$ cat src/rtl/ble_packet_parser_pkg.sv
// Shared types and constants for the BLE packet parser.
// BLE_PARSER_CSUM_EN adds the GET_CSUM state (5-byte frame with XOR checksum).
package ble_pkg;

  localparam logic [7:0] SYNC_BYTE_DEFAULT = 8'hA5;

  localparam logic [7:0] CMD_SWING = 8'h01;
  localparam logic [7:0] CMD_PAN   = 8'h02;
  localparam logic [7:0] CMD_RESET = 8'h03;

`ifdef BLE_PARSER_CSUM_EN
  typedef enum logic [2:0] {
    HUNT,
    GET_CMD,
    GET_PHI,
    GET_PLO,
    GET_CSUM
  } parser_state_e;
`else
  typedef enum logic [1:0] {
    HUNT,
    GET_CMD,
    GET_PHI,
    GET_PLO
  } parser_state_e;
`endif

  function automatic logic [7:0] frame_csum(input logic [7:0] cmd,
                                            input logic [7:0] phi,
                                            input logic [7:0] plo);
    return cmd ^ phi ^ plo;
  endfunction

endpackage

$ cat src/rtl/ble_packet_parser_if.sv
// Byte-stream in / decoded-frame out bundle of the BLE packet parser.
// master = byte source and frame consumer, slave = parser.
interface ble_packet_parser_if;

  logic [7:0]  data_in;
  logic        valid_in;
  logic [7:0]  cmd_out;
  logic [15:0] payload_out;
  logic        valid_out;
  logic [7:0]  err_count_out;
  logic        busy_out;

  modport master (
    output data_in,
    output valid_in,
    input  cmd_out,
    input  payload_out,
    input  valid_out,
    input  err_count_out,
    input  busy_out
  );

  modport slave (
    input  data_in,
    input  valid_in,
    output cmd_out,
    output payload_out,
    output valid_out,
    output err_count_out,
    output busy_out
  );

endinterface

$ cat src/rtl/ble_packet_parser_core.sv
// Frame FSM and output registers of the BLE packet parser.
// BLE_PARSER_CSUM_EN selects the 5-byte checksummed frame; otherwise 4 bytes.
module ble_packet_parser_core
  import ble_pkg::*;
#(
  parameter logic [7:0]  SYNC_BYTE      = SYNC_BYTE_DEFAULT,
  parameter int unsigned TIMEOUT_CYCLES = 742500
) (
  input  logic                clk,
  input  logic                rst_n,
  ble_packet_parser_if.slave  bus
);

  parser_state_e r_state;
  parser_state_e w_state_n;

  logic [7:0]  r_cmd;
  logic [7:0]  r_phi;
`ifdef BLE_PARSER_CSUM_EN
  logic [7:0]  r_plo;
  logic        w_csum_ok;
`endif

  logic [7:0]  r_cmd_out;
  logic [15:0] r_payload_out;
  logic        r_valid_out;
  logic [7:0]  r_err_cnt;

  logic        w_good;
  logic        w_err_inc;
  logic        w_timeout;
  logic        w_busy;
  logic [15:0] w_payload;

  assign w_busy = (r_state != HUNT);

  ble_gap_timer #(
    .TIMEOUT_CYCLES(TIMEOUT_CYCLES)
  ) u_gap_timer (
    .clk      (clk),
    .rst_n    (rst_n),
    .i_clear  (bus.valid_in),
    .i_enable (w_busy),
    .o_expired(w_timeout)
  );

  always_comb begin
    w_state_n = r_state;
    w_good    = 1'b0;
    w_err_inc = 1'b0;
`ifdef BLE_PARSER_CSUM_EN
    w_payload = {r_phi, r_plo};
    w_csum_ok = (bus.data_in == frame_csum(r_cmd, r_phi, r_plo));
`else
    w_payload = {r_phi, bus.data_in};
`endif
    if (w_timeout) begin
      w_state_n = HUNT;
      w_err_inc = 1'b1;
    end else if (bus.valid_in) begin
      // Only HUNT looks for the sync byte; inside a frame every byte is data.
      case (r_state)
        HUNT:    if (bus.data_in == SYNC_BYTE) w_state_n = GET_CMD;
        GET_CMD: w_state_n = GET_PHI;
        GET_PHI: w_state_n = GET_PLO;
`ifdef BLE_PARSER_CSUM_EN
        GET_PLO: w_state_n = GET_CSUM;
        GET_CSUM: begin
          w_state_n = HUNT;
          if (w_csum_ok) w_good    = 1'b1;
          else           w_err_inc = 1'b1;
        end
`else
        GET_PLO: begin
          w_state_n = HUNT;
          w_good    = 1'b1;
        end
`endif
        default: w_state_n = HUNT;
      endcase
    end
  end

  always_ff @(posedge clk or negedge rst_n) begin
    if (!rst_n) begin
      r_state <= HUNT;
    end else begin
      r_state <= w_state_n;
    end
  end

  always_ff @(posedge clk or negedge rst_n) begin
    if (!rst_n) begin
      r_cmd <= '0;
      r_phi <= '0;
`ifdef BLE_PARSER_CSUM_EN
      r_plo <= '0;
`endif
    end else if (bus.valid_in) begin
      case (r_state)
        GET_CMD: r_cmd <= bus.data_in;
        GET_PHI: r_phi <= bus.data_in;
`ifdef BLE_PARSER_CSUM_EN
        GET_PLO: r_plo <= bus.data_in;
`endif
        default: ;
      endcase
    end
  end

  always_ff @(posedge clk or negedge rst_n) begin
    if (!rst_n) begin
      r_cmd_out     <= '0;
      r_payload_out <= '0;
      r_valid_out   <= 1'b0;
      r_err_cnt     <= '0;
    end else begin
      r_valid_out <= w_good;
      if (w_good) begin
        r_cmd_out     <= r_cmd;
        r_payload_out <= w_payload;
      end
      if (w_err_inc && (r_err_cnt != '1)) begin
        r_err_cnt <= r_err_cnt + 8'd1;
      end
    end
  end

  assign bus.cmd_out       = r_cmd_out;
  assign bus.payload_out   = r_payload_out;
  assign bus.valid_out     = r_valid_out;
  assign bus.err_count_out = r_err_cnt;
  assign bus.busy_out      = w_busy;

endmodule

$ cat src/rtl/ble_packet_parser_gap_timer.sv
// Inter-byte gap timer: cleared by every accepted byte, counts while a frame
// is open, and flags expiry on the cycle the count reaches TIMEOUT_CYCLES-1.
module ble_gap_timer #(
  parameter int unsigned TIMEOUT_CYCLES = 742500
) (
  input  logic clk,
  input  logic rst_n,
  input  logic i_clear,
  input  logic i_enable,
  output logic o_expired
);

  localparam int unsigned W = (TIMEOUT_CYCLES > 2) ? $clog2(TIMEOUT_CYCLES) : 1;
  localparam logic [W-1:0] LAST = W'(TIMEOUT_CYCLES - 1);

  logic [W-1:0] r_cnt;

  always_ff @(posedge clk or negedge rst_n) begin
    if (!rst_n) begin
      r_cnt <= '0;
    end else if (i_clear || !i_enable) begin
      r_cnt <= '0;
    end else begin
      r_cnt <= r_cnt + W'(1);
    end
  end

  // A byte arriving on the expiry cycle wins over the timeout.
  assign o_expired = i_enable && !i_clear && (r_cnt == LAST);

endmodule

$ cat src/rtl/ble_packet_parser.sv
// BLE packet parser top: SYNC, CMD, PHI, PLO [, CSUM] frames from uart_rx bytes.
// Define BLE_PARSER_CSUM_EN for the 5-byte checksummed frame format.
module ble_packet_parser
  import ble_pkg::*;
#(
  parameter logic [7:0]  SYNC_BYTE      = SYNC_BYTE_DEFAULT,
  parameter int unsigned TIMEOUT_CYCLES = 742500
) (
  input  logic        clk_in,
  input  logic        rst_in,
  input  logic [7:0]  data_in,
  input  logic        valid_in,
  output logic [7:0]  cmd_out,
  output logic [15:0] payload_out,
  output logic        valid_out,
  output logic [7:0]  err_count_out,
  output logic        busy_out
);

  ble_packet_parser_if u_bus ();

  assign u_bus.data_in  = data_in;
  assign u_bus.valid_in = valid_in;

  assign cmd_out       = u_bus.cmd_out;
  assign payload_out   = u_bus.payload_out;
  assign valid_out     = u_bus.valid_out;
  assign err_count_out = u_bus.err_count_out;
  assign busy_out      = u_bus.busy_out;

  ble_packet_parser_core #(
    .SYNC_BYTE     (SYNC_BYTE),
    .TIMEOUT_CYCLES(TIMEOUT_CYCLES)
  ) u_core (
    .clk  (clk_in),
    .rst_n(rst_in),
    .bus  (u_bus.slave)
  );

endmodule

$ cat config.mk
export PLATFORM = sky130hd
export DESIGN_NAME = ble_packet_parser
export DESIGN_NICKNAME = d
export VERILOG_FILES = /design/src/rtl/ble_packet_parser_pkg.sv /design/src/rtl/ble_packet_parser_if.sv /design/src/rtl/ble_packet_parser_core.sv /design/src/rtl/ble_packet_parser_gap_timer.sv /design/src/rtl/ble_packet_parser.sv
export SDC_FILE = /design/constraint.sdc
export NUM_CORES = 1
export LEC_CHECK = 0
export CORE_UTILIZATION = 50
export CTS_BUF_LIST = sky130_fd_sc_hd__clkbuf_16
export DETAILED_ROUTE_END_ITERATION = 7
export MAX_ROUTING_LAYER = met4
export PLACE_DENSITY = 0.83
export SYNTH_ARGS = -nofsm -noshare
export SYNTH_HDL_FRONTEND = slang
export SYNTH_SLANG_ARGS = --single-unit
export TNS_END_PERCENT = 10
$ cat constraint.sdc
create_clock -name clk_in -period 2.6 [get_ports clk_in]
set_input_delay 0.26 -clock clk_in [delete_from_list [all_inputs] [get_ports clk_in]]
set_output_delay 0.26 -clock clk_in [all_outputs]
set_load 0.02 [all_outputs]
==> flow_summary_export.csv, run 1 <==
group,metric,value,unit
critical_path,arrival,2430,ps
timing,rsz0062_at_grt,"false",
finish,layout.cells.non_filler,388,
timing,tns,0,ps
critical_path,cp-end-kind,"flip-flop",
min_path,hold_path_class,"in2async",
finish,antenna_cells,0,
finish,layout_commonest_cell,"dfrtp_1",
timing,slew_violations,0,
timing,skew,8.48,ps
clocking,clk_latency,330,ps
finish,layout-drive-gt1-share,21.4,%
floorplan,core,5990,um^2
critical_path,path_buf_inv,1,
timing,tightest_slew,666,ps
synthesis,yosysWarnings,0,
status,status,"complete, no violations",
global_route,grt_pass1_wl,10.3,mm
floorplan,die_area,6600,um^2
floorplan,die_w,81.3,um
pwr,cellPowerDensity,1070,nW/um^2
synthesis,avgSynthCellArea,12.4,um^2
synthesis,synth-seq-cells,71,
synthesis,synthArstFlopShare,100,%
critical_path,slowest_delay,450,ps
critical_path,cp_slowest_cell,"or3_4",
timing,fmax,0.450,GHz
synthesis,netlist_area,3140,um^2
floorplan,die_h,81.3,um
global_route,antenna_found_initial,0,
clocking,cts_made_buffers,9,
pwr,total_power,4250,uW
finish,final_nets,326,
critical_path,start_kind,"flip-flop",
synthesis,syn_nets,271,
clocking,cts_tree,"done",
drt,wl,6.43,mm
clocking,clockRootBuffer,"clkbuf_16",
place,port-buffer-count,44,
synthesis,synth_cell_type_count,37,
floorplan,start_util,52.4,%
synthesis,synth_area_leaders,"dfrtp_1 (57%), mux2_2 (16%), ha_1 (2.8%)",
synthesis,ys_seq_area_share,56.6,%
clocking,cts_hold_buffers,1,
global_route,grt_pass1_vias,2092,
pwr,peakVddDrop,0.000717,V
timing,setup_viol,0,
timing,slew_headroom,55.2,%
drt,ant_nets,0,
global_route,grt_max_degree,39,
place,place.gp.congestion,0.821,
drt,drt_pass1_iterations,4,
clocking,path_clk_slew,50,ps
critical_path,crit_family,"simple AND/OR/NAND/NOR gates",
synthesis,synthFlopType,"dfrtp_1",
clocking,cts_htree_levels,3,
timing,hold_viol_final,0,
synthesis,synth_edf_count,0,
critical_path,path_class,"reg2reg",
clocking,clockBufferDepth,2,
timing,post-route-min-period,2220,ps
clocking,clock_sinks,71,
finish,area_delta_synth_final,26.6,%
pwr,leakage,0.00166,uW
synthesis,synth_top_area_share,56.6,%
clocking,cts_setup_buffers,0,
clocking,cts_resized,0,
drt,drt_iter0_drc,131,
synthesis,netlist_instances,253,
place,placed_cells,371,
finish,fillers,446,
run,max_cap_viol_count,0,
floorplan,rows,28,
floorplan,io_pins,45,
synthesis,synth_largest_area_cell,"dfrtp_1",
drt,vias,2153,
place,place_hpwl,4.29,mm
global_route,overflow,0,
drt,routed_via_density,5.55,
global_route,grt_usage,22.0,%
timing,fin_crit_sh,85.4,%
drt,wire_per_inst,16.6,um
drt,drcViolationCount,0,
critical_path,cp_max_fo,8,
critical_path,path_cells,"inv_1 -> ha_1 -> or2_1 -> or3_4 -> nor4_2 -> mux2_2",
finish,layout_common_cells,"dfrtp_1 (71), mux2_2 (44), clkdlybuf4s50_1 (43)",
critical_path,critPathRequiredTime,2810,ps
[cell type report]
| cell class | instances | area [um^2] | share of cell area, % |
|---|---|---|---|
| well taps | 75 | 93.8 | 2.36 |
| clock buffers | 9 | 225 | 5.67 |
| clock inverters | 7 | 65.1 | 1.64 |
| multi-input cells | 168 | 1290 | 32.4 |
| flip-flops and latches | 71 | 1780 | 44.7 |
| inverters | 8 | 30.0 | 0.755 |
| repair buffers | 50 | 495 | 12.5 |
[path summary, 6_finish.rpt]
check	start	end	slack [ps]	cells past startpoint
worst max-delay path	u_core.r_state[0]	u_core.bus.err_count_out[7]	380	6
worst min-delay path	rst_in	u_core.u_gap_timer.r_cnt[10]	380	2
worst max register to register	u_core.r_state[0]	u_core.bus.err_count_out[7]	380	6
worst min register to register	u_core.u_gap_timer.r_cnt[0]	u_core.u_gap_timer.r_cnt[0]	500	1
max in group asynchronous	rst_in	u_core.r_state[0]	1620	3
min in group clk_in	u_core.u_gap_timer.r_cnt[0]	u_core.u_gap_timer.r_cnt[0]	500	1
[state kept, by name, indices dropped and copies added, names as in the netlist]
name and flops:
u_core.r_cmd 8, u_core.r_phi 8, u_core.bus.cmd_out 8, u_core.u_gap_timer.r_cnt 20
u_core.r_state 2, u_core.bus.err_count_out 8, u_core.bus.payload_out 16, u_core.bus.valid_out 1
[cell usage after synthesis, drive strengths merged (6+ instances only)]
library cell,number
dfrtp,71
mux2,44
nor2,16
nand2,15
nand3,11
inv,8
nor4,8
a21oi,7
ha,7
o21ai,7
xnor2,7
xor2,7
nand4,6
nor3,6
or3,6
[power breakdown]
group	leakage (uW)	internal, uW	switching [uW]	total (uW)
registers	0.000895	1460	201	1660
logic	0.000631	746	659	1400
clock network	0.000138	733	452	1190
[cell families (layout without fill, tap and decap cells)]
| kind of cell | after synthesis | after routing | synth area share [%] |
|---|---|---|---|
| and+or+nand+nor | 84 | 84 | 15.0 |
| DFF | 71 | 71 | 56.6 |
| muxes | 45 | 45 | 16.1 |
| AOI/OAI and AO/OA | 18 | 18 | 3.27 |
| xor gates and xnor gates | 14 | 14 | 3.90 |
| buffers and inverters | 14 | 74 | 2.39 |
| adders and majority gates | 7 | 7 | 2.79 |
[routing by layer]
metal  share of wire [%]  wire (um)  track usage [%]
met5                   0          0                -
met2                  50       3190             34.6
met1                  44       2800             26.4
met4                 1.2         79             6.25
met3                 5.7        366             8.43
[through the flow]
stage / hold slack (ps) / instance area, um^2 / utilization [%] / worst slack (ps)
after detailed placement: 203 / 3670 / 61.3 / 412
after global placement: 195 / 3670 / 61.3 / 492
final: 380 / 3980 / 66.4 / 378
after floorplan: -35.6 / 3140 / - / 345
after CTS: 396 / 3980 / 66.4 / 383
after global routing: 425 / 3980 / 66.4 / 261
(Power assumes the default switching activity.)
==> run 2: changes to the inputs <==
CELL_PAD_IN_SITES_DETAIL_PLACEMENT = 0   (was unset)
CELL_PAD_IN_SITES_GLOBAL_PLACEMENT = 1   (was unset)
CORE_MARGIN = 2   (was unset)
CORE_UTILIZATION = 43   (was 50)
PLACE_DENSITY = 0.87   (was 0.83)
==> run 2 against run 1 <==
  * Setup slack better by 17 ps
  * Hold slack lost 11 ps
  * Largest cell class unchanged
  * Largest power group unchanged
  * Critical endpoint unchanged
  * Die area grew 21%
  * Power is 1.7% higher
  * Count of clock-buffer cells in the layout stayed put
  * Non-clock buffer count stayed put
  * Critical path type unchanged
==> flow_summary_export.csv, run 2 (synthesis results as in run 1) <==
group,metric,value,unit
pwr,leakage,0.00168,uW
place,place_area,3690,um^2
floorplan,die_h,89.5,um
timing,post-route-min-period,2200,ps
timing,slew_violations,0,
pwr,peakVddDrop,0.000612,V
finish,layout-drive-gt1-share,21.4,%
drt,drcViolationCount,0,
drt,vias,2123,
global_route,grt_max_degree,34,
finish,layout_commonest_cell,"dfrtp_1",
timing,tns,0,ps
drt,wl,6.49,mm
pwr,power_switching_share,29.9,%
clocking,clockBufferDepth,2,
clocking,cts_setup_buffers,0,
timing,rsz0062_at_grt,"false",
floorplan,rows,31,
clocking,cts_tree,"done",
drt,ant_nets,0,
place,place.gp.congestion,0.838,
critical_path,path_buf_inv,1,
global_route,grt_usage,18.4,%
pwr,power.net_switching,1290,uW
critical_path,critPathRequiredTime,2810,ps
timing,fmax,0.454,GHz
finish,largest_register,"u_core.u_gap_timer.r_cnt",
timing,hold_viol_final,0,
floorplan,core,7180,um^2
global_route,overflow,0,
timing,slew_headroom,50.1,%
finish,fillers,622,
critical_path,cp_max_fo,8,
critical_path,crit_family,"simple AND/OR/NAND/NOR gates",
status,status,"complete, no violations",
critical_path,path_class,"reg2reg",
critical_path,ff2ff_path_depth,6,
clocking,cts_htree_levels,3,
clocking,clk_latency,330,ps
global_route,grt_pass1_vias,2039,
global_route,grt_pass1_wl,10.5,mm
finish,layout_common_cells,"dfrtp_1 (71), mux2_2 (44), clkdlybuf4s50_1 (43)",
run,max_cap_viol_count,0,
timing,setup_viol,0,
floorplan,die_area,8000,um^2
clocking,cts_made_buffers,9,
timing,tightest_slew,742,ps
critical_path,path_cells,"inv_1 -> ha_1 -> or2_1 -> or3_4 -> nor4_2 -> mux2_2",
drt,routed_via_density,5.15,
timing,skew,4.39,ps
finish,final_area,4010,um^2
finish,antenna_cells,0,
pwr,cellPowerDensity,1080,nW/um^2
pwr,power_frac_comb,32.1,%
pwr,internal_power,3030,uW
floorplan,die_w,89.5,um
critical_path,cp-end-kind,"flip-flop",
finish,area_delta_synth_final,27.6,%
critical_path,worst-r2r-setup-slack,400,ps
clocking,path_clk_slew,60,ps
critical_path,arrival,2420,ps
critical_path,rr_startpoint,"u_core.r_state[0]",
finish,largest_register_ffs,20,
place,port-buffer-count,44,
critical_path,slowest_delay,440,ps
finish,regArea,1780,um^2
critical_path,cp_slowest_cell,"or3_4",
drt,drt_iter0_drc,90,
pwr,clockPowerShare,29.4,%
finish,multi_input_area,1290,um^2
clocking,clockRootBuffer,"clkbuf_16",
place,place_hpwl,4.44,mm
drt,drt_pass1_iterations,4,
finish,final_nets,326,
floorplan,start_util,43.8,%
critical_path,reg2reg_to,"u_core.bus.err_count_out[7]",
timing,fin_crit_sh,84.8,%
floorplan,io_pins,45,
pwr,p_seq_share,38.6,%
clocking,clock_sinks,71,
global_route,antenna_found_initial,0,
clocking,cts_resized,0,
drt,wire_per_inst,15.8,um
critical_path,start_kind,"flip-flop",
min_path,hold_path_class,"in2async",
==> run 2: stage by stage <==
stage	hold slack (ps)	utilization (%)	power (uW)	worst slack [ps]	instances
floorplan	-35.6	-	2460	345	253
global placement	189	51.5	3050	484	395
detailed placement	191	51.5	3080	410	395
CTS	380	55.9	4380	391	412
global route	417	55.9	4540	261	412
finish	369	55.9	4330	396	412
==> run 2: final cells by class <==
cell class | instances | share of cell area (%)
sequential | 71 | 44.3
multi-input combinational | 168 | 32.1
timing repair buffer | 50 | 12.0
clock buffer | 9 | 5.62
tap | 99 | 3.09
clock inverter | 7 | 2.03
inverter | 8 | 0.749
==> run 2: power by group through the flow <==
stage / registers, uW / logic (uW) / clock network, uW
floorplan: 1870 / 583 / 0
global placement: 1670 / 1380 / 0
detailed placement: 1680 / 1400 / 0
CTS: 1670 / 1410 / 1290
global route: 1710 / 1500 / 1340
finish: 1670 / 1390 / 1270
==> run 2: worst max path at each step <==
stage,cells past startpoint,to,startpoint,slack (ps)
detailed placement,6,u_core.bus.err_count_out[7],u_core.r_state[0],410
global route,6,u_core.bus.err_count_out[7],u_core.r_state[0],260
finish,6,u_core.bus.err_count_out[7],u_core.r_state[0],400
global placement,6,u_core.bus.err_count_out[7],u_core.r_state[0],480
floorplan,8,u_core.bus.err_count_out[7],u_core.r_state[0],350
CTS,6,u_core.bus.err_count_out[7],u_core.r_state[0],390
==> run 2: what timing repair did <==
| action | in CTS | in global routing |
|---|---|---|
| endpoints found under the setup margin | 0 | 0 |
| hold endpoints to repair | 14 | 0 |
| hold buffers | 1 | 0 |
==> run 2: metal layers <==
layer  vias up  GRT usage (%)  wire, um
met3         8           7.48       393
met4         0           5.29        55
li1       1011              -         -
met1      1054           24.1      2970
met2        50           26.4      3070
met5         -              -         0
==> run 3: changes to the inputs <==
CORE_UTILIZATION = 39   (was 43)
PLACE_DENSITY = 0.84   (was 0.87)
clock period = 1.89 ns   (was 2.6 ns; I/O delays follow)
==> run 3 against run 2 <==
  * The flow now finishes with violations (setup timing)
  * Highest routed layer unchanged
  * Clock power is 43% higher
  * First-iteration DRC count fell by 12%
  * Final area is 8.6% higher
  * Via count rose by 5.4%
  * Flip-flop and latch count did not move
  * Non-clock buffer count is 31 higher
  * Hold slack better by 44 ps
  * Fmax grew 16%
==> flow_summary_export.csv, run 3 (synthesis results as in run 1) <==
group,metric,value,unit
critical_path,cp-end-kind,"flip-flop",
critical_path,path_cells,"inv_2 -> ha_4 -> or2_1 -> or3_4 -> nor4_2 -> mux2_2",
pwr,leakage,0.00186,uW
critical_path,crit_family,"simple AND/OR/NAND/NOR gates",
pwr,total_power,6130,uW
clocking,clockBufferDepth,2,
critical_path,start_kind,"flip-flop",
clocking,clock_sinks,71,
timing,fmax,0.525,GHz
clocking,cts_htree_levels,3,
floorplan,start_util,40.4,%
drt,ant_nets,0,
timing,hold_slack,413,ps
timing,slew_headroom,66.4,%
critical_path,slowest_delay,440,ps
floorplan,die_w,93.7,um
drt,routed_via_density,5.02,
timing,post-route-min-period,1900,ps
timing,setup_viol,3,
place,port-buffer-count,44,
global_route,use_met3,7.14,%
critical_path,ff2ff_path_depth,6,
place,place.gp.congestion,0.847,
place,place_hpwl,4.51,mm
critical_path,path_class,"reg2reg",
clocking,clockRootBuffer,"clkbuf_16",
finish,layout-drive-gt1-share,32.0,%
finish,final_nets,357,
drt,drt_iter0_drc,79,
timing,rsz0062_at_grt,"true",
global_route,grt_usage,17.4,%
timing,hold_viol_final,0,
global_route,grt_use_met1,21.9,%
drt,vias,2237,
global_route,grt_max_degree,72,
timing,slew_violations,0,
global_route,overflow,0,
critical_path,cp_slowest_cell,"or3_4",
clocking,cts_tree,"done",
place,place_area,3980,um^2
clocking,path_clk_slew,60,ps
floorplan,core,7770,um^2
critical_path,cp_max_fo,8,
global_route,grt_pass1_wl,11.4,mm
floorplan,die_h,93.7,um
status,violations,"setup timing",
floorplan,die_area,8790,um^2
drt,wire_per_inst,15.0,um
timing,skew,4.69,ps
timing,tightest_slew,502,ps
global_route,antenna_found_initial,0,
status,status,"finished, violations left",
finish,largest_register_ffs,20,
floorplan,rows,32,
global_route,use_met2,26.4,%
floorplan,io_pins,45,
critical_path,worst-path-stages,6,
finish,layout_common_cells,"dfrtp_1 (71), mux2_2 (43), clkdlybuf4s50_1 (42)",
timing,setup_ws,-13.0,ps
finish,final_area,4350,um^2
global_route,grt_pass1_vias,2382,
timing,fin_crit_sh,101,%
pwr,peakVddDrop,0.000881,V
critical_path,arrival,2120,ps
finish,antenna_cells,0,
finish,layout_commonest_cell,"dfrtp_1",
global_route,busiest_layer,"met2",
critical_path,critPathRequiredTime,2100,ps
critical_path,path_buf_inv,1,
drt,drt_pass1_iterations,4,
drt,drcViolationCount,0,
pwr,cellPowerDensity,1410,nW/um^2
clocking,clk_latency,330,ps
finish,area_delta_synth_final,38.6,%
clocking,cts_made_buffers,9,
finish,largest_register,"u_core.u_gap_timer.r_cnt",
run,max_cap_viol_count,0,
drt,wl,6.69,mm
min_path,hold_path_class,"in2async",
run 3: cell count changes in the layout (fill, tap and decap cells not counted), moves of 2 or more:
cell and change:
buf_4 +29, inv_1 -4, buf_12 +2, clkinv_2 -2
clkinv_4 +2, inv_2 +2, nor4_1 -2, nor4b_1 -2
nor4b_2 +2
run 3: repair_timing:
| item | in CTS | in global routing |
|---|---|---|
| cloned | 0 | 0 |
| pin swaps | 0 | 2 |
| endpoints found under the hold margin | 71 | 0 |
| buffers inserted | 0 | 0 |
| hold buffers | 1 | 0 |
| gates resized for setup | 2 | 7 |
| setup endpoints to repair | 6 | 12 |
run 3: layout make-up:
class                   count  area (um^2)
fillers                   660         3410
clock inverters             7         97.6
multi-input cells         168         1360
inverters                   8         30.0
well taps                 102          128
repair buffers             81          739
clock buffers               9          225
flip-flops and latches     71         1780
run 3: tightest hold or removal path: cells and delay by family:
kind                   cells  cell delay, ps
buffers and inverters      3             960
run 3: power breakdown:
| part | internal [uW] | switching [uW] |
|---|---|---|
| registers | 2010 | 250 |
| logic | 1100 | 955 |
| clock network | 1160 | 653 |
| total | 4270 | 1860 |
run 3: path summary, 6_finish.rpt:
| kind | to | slack (ps) | start |
|---|---|---|---|
| worst max-delay path | u_core.bus.err_count_out[7] | -10 | u_core.r_state[0] |
| worst min-delay path | u_core.u_gap_timer.r_cnt[10] | 410 | rst_in |
| worst min register to register | u_core.u_gap_timer.r_cnt[0] | 490 | u_core.u_gap_timer.r_cnt[0] |
| worst max register to register | u_core.bus.err_count_out[7] | -10 | u_core.r_state[0] |
| max in group asynchronous | u_core.bus.err_count_out[1] | 1160 | rst_in |
| min in group clk_in | u_core.u_gap_timer.r_cnt[0] | 490 | u_core.u_gap_timer.r_cnt[0] |
run 3: stage by stage:
stage | worst slack (ps) | setup TNS (ps) | util (%) | cells
after floorplan | -142 | -683 | - | 253
after global placement | -30.7 | -99.1 | 51.3 | 429
after detailed placement | -62.1 | -281 | 51.3 | 429
after CTS | -21.9 | -38.3 | 55.6 | 446
after global routing | -95.5 | -465 | 56.1 | 446
final | -13.0 | -24.0 | 56.1 | 446
run 3: per-layer routing:
layer	routed length, um	part of all wire [%]
met4	18	0.27
met1	3070	46
met2	3190	48
met5	0	0
met3	409	6.1
